## src/rtl/bcd_to_bin_seq.sv

```systemverilog
// Sequential BCD-to-binary converter (reverse double-dabble), one bit per clock.
// Start/busy/done handshake; flags invalid digits and results that do not fit in BIN_W.
module bcd_to_bin_seq #(
    parameter int DIGITS = 3,
    parameter int BIN_W  = 8
) (
    input  logic                  clk,
    input  logic                  rst_n,
    input  logic                  start,
    input  logic [4*DIGITS-1:0]   bcd_in,
    output logic                  busy,
    output logic                  done,
    output logic [BIN_W-1:0]      bin_out,
    output logic                  overflow,
    output logic                  err
);

    localparam int   W       = 4 * DIGITS;
    localparam int   CNT_W   = $clog2(W + 1);
    localparam logic HAS_OVF = (BIN_W < W);

    typedef enum logic [1:0] {
        ST_IDLE  = 2'd0,
        ST_SHIFT = 2'd1,
        ST_DONE  = 2'd2
    } state_e;

    state_e             state_q, state_d;
    logic [CNT_W-1:0]   cnt_q, cnt_d;
    logic [W-1:0]       bcd_q, bcd_d;
    logic [W-1:0]       acc_q, acc_d;
    logic [BIN_W-1:0]   bin_q, bin_d;
    logic               ovf_q, ovf_d;
    logic               err_q, err_d;
    logic               busy_q, busy_d;
    logic               done_q, done_d;
    logic [2*W-1:0]     shift_s;
    logic [W-1:0]       acc_hi_s;

    function automatic logic has_bad_digit(input logic [W-1:0] v);
        logic bad;
        bad = 1'b0;
        for (int i = 0; i < DIGITS; i++) begin
            bad = bad | (v[4*i +: 4] > 4'd9);
        end
        return bad;
    endfunction

    // After the right shift, a digit of 8 or more received a borrowed 10 weighted as 16.
    function automatic logic [W-1:0] correct_digits(input logic [W-1:0] v);
        logic [W-1:0] r;
        logic [3:0]   d;
        r = v;
        for (int i = 0; i < DIGITS; i++) begin
            d = v[4*i +: 4];
            r[4*i +: 4] = (d >= 4'd8) ? (d - 4'd3) : d;
        end
        return r;
    endfunction

    // Next-state, datapath and output-register computation
    always_comb begin
        state_d  = state_q;
        cnt_d    = cnt_q;
        bcd_d    = bcd_q;
        acc_d    = acc_q;
        bin_d    = bin_q;
        ovf_d    = ovf_q;
        err_d    = err_q;
        shift_s  = {bcd_q, acc_q} >> 1'b1;
        acc_hi_s = {W{1'b0}};
        case (state_q)
            ST_IDLE: begin
                if (start) begin
                    if (has_bad_digit(bcd_in)) begin
                        state_d = ST_DONE;
                        err_d   = 1'b1;
                        bin_d   = {BIN_W{1'b0}};
                        ovf_d   = 1'b0;
                    end else begin
                        state_d = ST_SHIFT;
                        bcd_d   = bcd_in;
                        acc_d   = {W{1'b0}};
                        cnt_d   = {CNT_W{1'b0}};
                    end
                end else begin
                    state_d = ST_IDLE;
                end
            end
            ST_SHIFT: begin
                acc_d = shift_s[W-1:0];
                bcd_d = correct_digits(shift_s[2*W-1:W]);
                cnt_d = cnt_q + CNT_W'(1);
                if (cnt_q == CNT_W'(W - 1)) begin
                    state_d  = ST_DONE;
                    acc_hi_s = acc_d >> BIN_W;
                    bin_d    = BIN_W'(acc_d);
                    ovf_d    = HAS_OVF & (|acc_hi_s);
                    err_d    = 1'b0;
                end else begin
                    state_d = ST_SHIFT;
                end
            end
            ST_DONE: begin
                state_d = ST_IDLE;
            end
            default: begin
                state_d = ST_IDLE;
            end
        endcase
        busy_d = (state_d != ST_IDLE);
        done_d = (state_d == ST_DONE);
    end

    // State and datapath registers
    always_ff @(posedge clk or negedge rst_n) begin
        if (!rst_n) begin
            state_q <= ST_IDLE;
            cnt_q   <= {CNT_W{1'b0}};
            bcd_q   <= {W{1'b0}};
            acc_q   <= {W{1'b0}};
            bin_q   <= {BIN_W{1'b0}};
            ovf_q   <= 1'b0;
            err_q   <= 1'b0;
            busy_q  <= 1'b0;
            done_q  <= 1'b0;
        end else begin
            state_q <= state_d;
            cnt_q   <= cnt_d;
            bcd_q   <= bcd_d;
            acc_q   <= acc_d;
            bin_q   <= bin_d;
            ovf_q   <= ovf_d;
            err_q   <= err_d;
            busy_q  <= busy_d;
            done_q  <= done_d;
        end
    end

    assign busy     = busy_q;
    assign done     = done_q;
    assign bin_out  = bin_q;
    assign overflow = ovf_q;
    assign err      = err_q;

endmodule

```

## config.mk

```make
export PLATFORM = sky130hd
export DESIGN_NAME = bcd_to_bin_seq
export DESIGN_NICKNAME = d
export VERILOG_FILES = /design/src/rtl/bcd_to_bin_seq.sv
export SDC_FILE = /design/constraint.sdc
export NUM_CORES = 1
export LEC_CHECK = 0
export CAP_MARGIN = 10
export CORE_ASPECT_RATIO = 1.25
export CORE_UTILIZATION = 25
export DETAILED_ROUTE_END_ITERATION = 7
export PLACE_DENSITY = 0.47
export SYNTH_ARGS = -nofsm -noshare
export SYNTH_HDL_FRONTEND = slang
export SYNTH_SLANG_ARGS = --single-unit
```

## constraint.sdc

```tcl
create_clock -name clk -period 1.6 [get_ports clk]
set_input_delay 0.32 -clock clk [delete_from_list [all_inputs] [get_ports clk]]
set_output_delay 0.32 -clock clk [all_outputs]
set_load 0.005 [all_outputs]
```

==> impl_metrics.toml, run 1 <==
[yosys]
yosys-top-cells-count = "41 x dfrtp_1, 15 x o21ai_0, 13 x a22o_1, 11 x nand2_1"
async_flop_share = 1.00
synth.yosys.warnings = 0
synth_seq_cells = 41
syn_avg_cell_area_sq_um = 11.8
syn_area_sq_um = 1830
ys_types = 30
synthCells = 156
synth_area_leader_cell = "dfrtp_1"
seq_area_frac_synth = 0.560
netlist.area_leader.share = 0.560
ys_top_cells_by_area = "dfrtp_1 56%, a22o_1 6.2%, o21ai_0 4.1%"
synth.most_common_cell = "dfrtp_1"
synth_edf_count = 0
syn_nets = 176
synth_flop_cell = "dfrtp_1"

[routing]
vias = 1311
first_pass_iters = 4
drc = 0
vias_per_cell = 4.52
post_drt_wl_per_cell_microns = 13.1
final_antenna_net_count = 0
routed_wl_microns = 3810
drtIter0Drc = 63

[setup_path]
cp_max_fo = 3
cp-end-kind = "register"
reg2reg_depth = 5
worstReg2RegEnd = "bcd_q[0]"
regToRegSetupSlack_ns = 0.16
arrival_ns = 1.71
startpoint_type = "input pin"
reg2reg_from = "state_q[0]"
critical_path_class = "input pin to register"
worstPathRequired_ns = 1.79

[placement]
finalWeightedCongestion = 0.734
place_inst = 281
numPortBuffers = 26
place_area_sq_um = 2300
hpwlAfterDp_microns = 2650
pre_cts_slack_ns = -0.338

[sta]
final_max_slew_viol_count = 0
fmax_ghz = 0.657
setup_violations = 0
maxSlewHeadroom = 0.839
rsz0062_at_grt = "true"
layout_setup_ws_ns = 0.0774
final.setup_skew_ns = 0.00528
min_period_ns = 1.52
hold_violations = 0
worstMarginPinSlew_ns = 0.242
setup_tns_ns = 0
post-route-period-util = 0.952

[pwr]
p_leak_nw = 1.10
switching_share = 0.336
peakVddDrop_uv = 591
powerDensity_nw_per_um2 = 1560
switchingPower_mw = 1.28
comb_power_share = 0.332
seqPwrFrac = 0.437
internal_power_mw = 2.53
p_clk_frac = 0.231

[job]
max_cap_violations = 0

[floorplanning]
ioPinCount = 27
rows = 34
die_h_microns = 97.7
start_util = 0.261
dieArea_sq_um = 7680
die_w_microns = 78.6
core_area_sq_um = 7020

[grt]
grt_pass1_vias = 1363
antenna_found_initial = 0
grt_pass1_wl_microns = 6930
track_usage = 0.118
grt_max_degree = 42
gr-total-overflow = 0

[cells_and_area]
diodes = 0
fin_cells = 290
fin_area_sq_um = 2450
syn_to_final_growth_pct = 33.5
nets = 219
drive_gt1_frac = 0.215

[worst_hold_path]
hold_path_end = "acc_q[8]"
hold_depth = 1
hp-start = "acc_q[8]"
hold_path.class = "register to register"

[clock_network]
cts_max_level = 2
cts_sinks = 41
cts_root_buf = "clkbuf_8"
cts-buffers-inserted = 5
tritoncts = "yes"
clk_latency_ns = 0.29
clkTransAtPathRegs_ns = 0.08
clock_path_buffers = 2

[outcome]
status = "complete, no violations"
worst max path at each step:
stage               slack [ns]         end       start  cells past startpoint
floorplan                  0.1    overflow  state_q[1]                      6
global placement         -0.31  bin_out[7]   bcd_in[1]                      5
detailed placement       -0.34  bin_out[7]   bcd_in[1]                      5
CTS                       0.04  bin_out[7]   bcd_in[5]                      5
global route             -0.01    bcd_q[3]   bcd_in[2]                      6
finish                    0.08  bin_out[7]   bcd_in[2]                      5
critical path, stage by stage:
cell	delay, ns
clkdlybuf4s50_1	0.43
o21ai_2	0.24
nand3_1	0.15
a21oi_2	0.21
mux2_2	0.35
cell usage in the layout (no fill, tap or decap), drive strengths merged, types with 2 or more instances in the layout:
master	synthesis	final
nand3	2	2
dfrtp	41	41
nor2	5	5
nand2	11	11
buf	8	18
ha	5	5
mux2i	7	7
xnor2	4	4
clkdlybuf4s50	0	25
inv	7	7
a22o	20	20
nand2b	4	4
o21ai	18	18
and2b	2	2
a22oi	4	4
clkbuf	0	6
or3	2	2
a21oi	8	8
stage by stage:
step / power, mW / utilization / hold slack, ns
6_report: 3.81 / 0.349 / 0.498
5_1_grt: 4.14 / 0.349 / 0.530
4_1_cts: 3.86 / 0.347 / 0.503
3_5_place_dp: 2.96 / 0.328 / 0.313
3_3_place_gp: 2.95 / 0.328 / 0.314
2_1_floorplan: 2.48 / - / 0.0244
flip-flops by register name, summed over array words and instances, names as in the netlist:
signal	count
acc_q	11
bcd_q	12
bin_out	8
busy	1
cnt_q	4
done	1
err	1
overflow	1
state_q	2
routing by layer:
metal,global-route usage,share of wire
met2,0.179,0.45
met4,0.0470,0.018
met5,0,0
met3,0.0252,0.041
met1,0.163,0.49
logic make-up (layout without fill, tap and decap cells):
group                    count (synthesis)  after routing  share of synthesized area
multiplexers                             8              8                     0.0444
adder cells (fa/ha/maj)                  5              5                     0.0341
AND/OR/NAND/NOR                         31             31                     0.0969
XOR/XNOR                                 4              4                     0.0191
AO/OA/AOI/OAI                           52             52                      0.203
buffers and inverters                   15             59                     0.0430
flip-flops                              41             41                      0.560
power by group through the flow:
stage	combinational (mW)	sequential, mW	clock, mW
global route	1.46	1.73	0.964
finish	1.26	1.67	0.879
detailed placement	1.28	1.68	0
floorplan	0.877	1.60	0
global placement	1.26	1.68	0
CTS	1.29	1.66	0.905
timing repair:
action	CTS	global route
buffers inserted	0	0
gates resized for setup	1	3
hold endpoints to repair	41	0
endpoints found under the setup margin	1	5
hold buffers	1	0
area by class of cell:
class	instances	area, sq um
clock inverters	2	37.5
clock buffers	6	82.6
fillers	708	4570
well taps	90	113
inverters	7	26.3
multi-input cells	100	744
flip-flops and latches	41	1030
repair buffers	44	418
Power figures use the tool's default switching activity.
==> run 2: changes to the inputs <==
Settings changed: CTS_CLUSTER_DIAMETER from default to 150.
==> results of run 2 <==
The final DEF is identical to that of run 1; final timing and power are the same.
==> run 3: changes to the inputs <==
Settings changed: CORE_MARGIN from default to 3.
==> run 3 against run 2 <==
  * Count of clock-buffer cells in the layout down 1
  * Utilization down 0.17 points
  * Largest cell class unchanged
  * Critical path depth up 2
  * Via count down 1.8%
  * Register-to-register slack worse by 0.02 ns
  * Maximum frequency up 0.20%
  * Sequential power about the same
  * First-iteration DRC count up 14%
==> impl_metrics.toml, run 3 (synthesis results as in run 1) <==
[outcome]
status = "complete, no violations"

[routing]
vias_per_cell = 4.40
post_drt_wl_per_cell_microns = 13.2
first_pass_iters = 4
drc = 0
vias = 1288
final_antenna_net_count = 0
routed_wl_microns = 3860
drtIter0Drc = 72

[worst_hold_path]
hold_path.class = "register to register"

[grt]
antenna_found_initial = 0
track_usage = 0.0993
grt_pass1_vias = 1282
grt_pass1_wl_microns = 6330
gr-total-overflow = 0
grt_max_degree = 42

[sta]
hold_slack_ns = 0.485
worstMarginPinSlew_ns = 0.251
fmax_ghz = 0.658
final_max_slew_viol_count = 0
final.setup_skew_ns = 0.00531
post-route-period-util = 0.950
setup_violations = 0
hold_violations = 0
setup_tns_ns = 0
layout_setup_ws_ns = 0.0805
maxSlewHeadroom = 0.833
min_period_ns = 1.52
rsz0062_at_grt = "true"

[setup_path]
arrival_ns = 1.70
worstPathRequired_ns = 1.78
regToRegSetupSlack_ns = 0.14
startpoint_type = "input pin"
cp_max_fo = 12
cp-end-kind = "register"
critical_path_class = "input pin to register"

[cells_and_area]
largest_reg_flops = 12
nets = 222
syn_to_final_growth_pct = 33.7
fin_cells = 293
top_register = "bcd_q"
drive_gt1_frac = 0.222
final_cell_mix = "41 x dfrtp_1, 25 x clkdlybuf4s50_1, 16 x buf_4"
layout_commonest_cell = "dfrtp_1"
diodes = 0

[placement]
finalWeightedCongestion = 0.779
hpwlAfterDp_microns = 2630
pre_cts_slack_ns = -0.280
place_inst = 282
numPortBuffers = 26

[pwr]
peakVddDrop_uv = 455
power_mw = 3.62
seqPwrFrac = 0.457
p_clk_frac = 0.186
switchingPower_mw = 1.28
p_leak_nw = 1.11
powerDensity_nw_per_um2 = 1480
switching_share = 0.354
internal_power_mw = 2.34
comb_power_share = 0.356

[clock_network]
cts-buffers-inserted = 5
clk_latency_ns = 0.29
clock_path_buffers = 2
cts_max_level = 2
clkTransAtPathRegs_ns = 0.08
tritoncts = "yes"
cts_root_buf = "clkbuf_8"
cts_sinks = 41

[floorplanning]
dieArea_sq_um = 8400
die_w_microns = 82.6
core_area_sq_um = 7060
ioPinCount = 27
rows = 34
die_h_microns = 102
start_util = 0.260

[job]
max_cap_violations = 0
[run 3: cell count changes in the layout (fill, tap and decap cells not counted), sizes merged]
cell / change
clkbuf: -1
buf: +3
clkinv: +2
bufinv: -1
[run 3: worst paths after layout]
check                      startpoint    endpoint  cells past startpoint
min in group asynchronous       rst_n  bin_out[1]                      3
min                          bcd_q[9]    bcd_q[9]                      2
max reg2reg                state_q[0]    acc_q[1]                      5
min reg2reg                  bcd_q[9]    bcd_q[9]                      2
max                             start    acc_q[1]                      7
max in group asynchronous       rst_n  state_q[0]                      3
[run 3: routing by layer]
layer / part of all wire / global-route usage / vias up
met5: 0 / 0 / -
met1: 0.48 / 0.130 / 605
li1: - / - / 650
met3: 0.046 / 0.0267 / 5
met4: 0.017 / 0.0415 / 0
met2: 0.46 / 0.154 / 28
[run 3: power by group through the flow]
stage	sequential [mW]	combinational [mW]	clock, mW
detailed placement	1.68	1.21	0
global placement	1.68	1.19	0
global route	1.71	1.46	0.727
CTS	1.66	1.22	0.704
floorplan	1.60	0.877	0
finish	1.66	1.29	0.676
[run 3: final cells by class]
cell class              count  area, sq um
well taps                  90          113
clock buffers               5         68.8
repair buffers             47          448
inverters                   7         26.3
clock inverters             3         17.5
flip-flops and latches     41         1030
multi-input cells         100          751
fillers                   752         4610
[run 3: stage by stage]
step	utilization	instance area, sq um
floorplan	-	1830
global placement	0.325	2300
detailed placement	0.325	2300
CTS	0.339	2390
global route	0.347	2450
finish	0.347	2450
[run 3: worst max-delay path, cell delays in order]
cell,delay [ns]
clkdlybuf4s50_1,0.48
buf_4,0.11
and2b_1,0.16
a41oi_4,0.13
buf_6,0.19
buf_4,0.14
a22o_1,0.17
[run 3: what timing repair did]
item,in CTS,in global routing
gates resized for setup,0,6
setup endpoints to repair,0,15
hold buffers,1,0
endpoints found under the hold margin,40,0
setup buffers,0,2
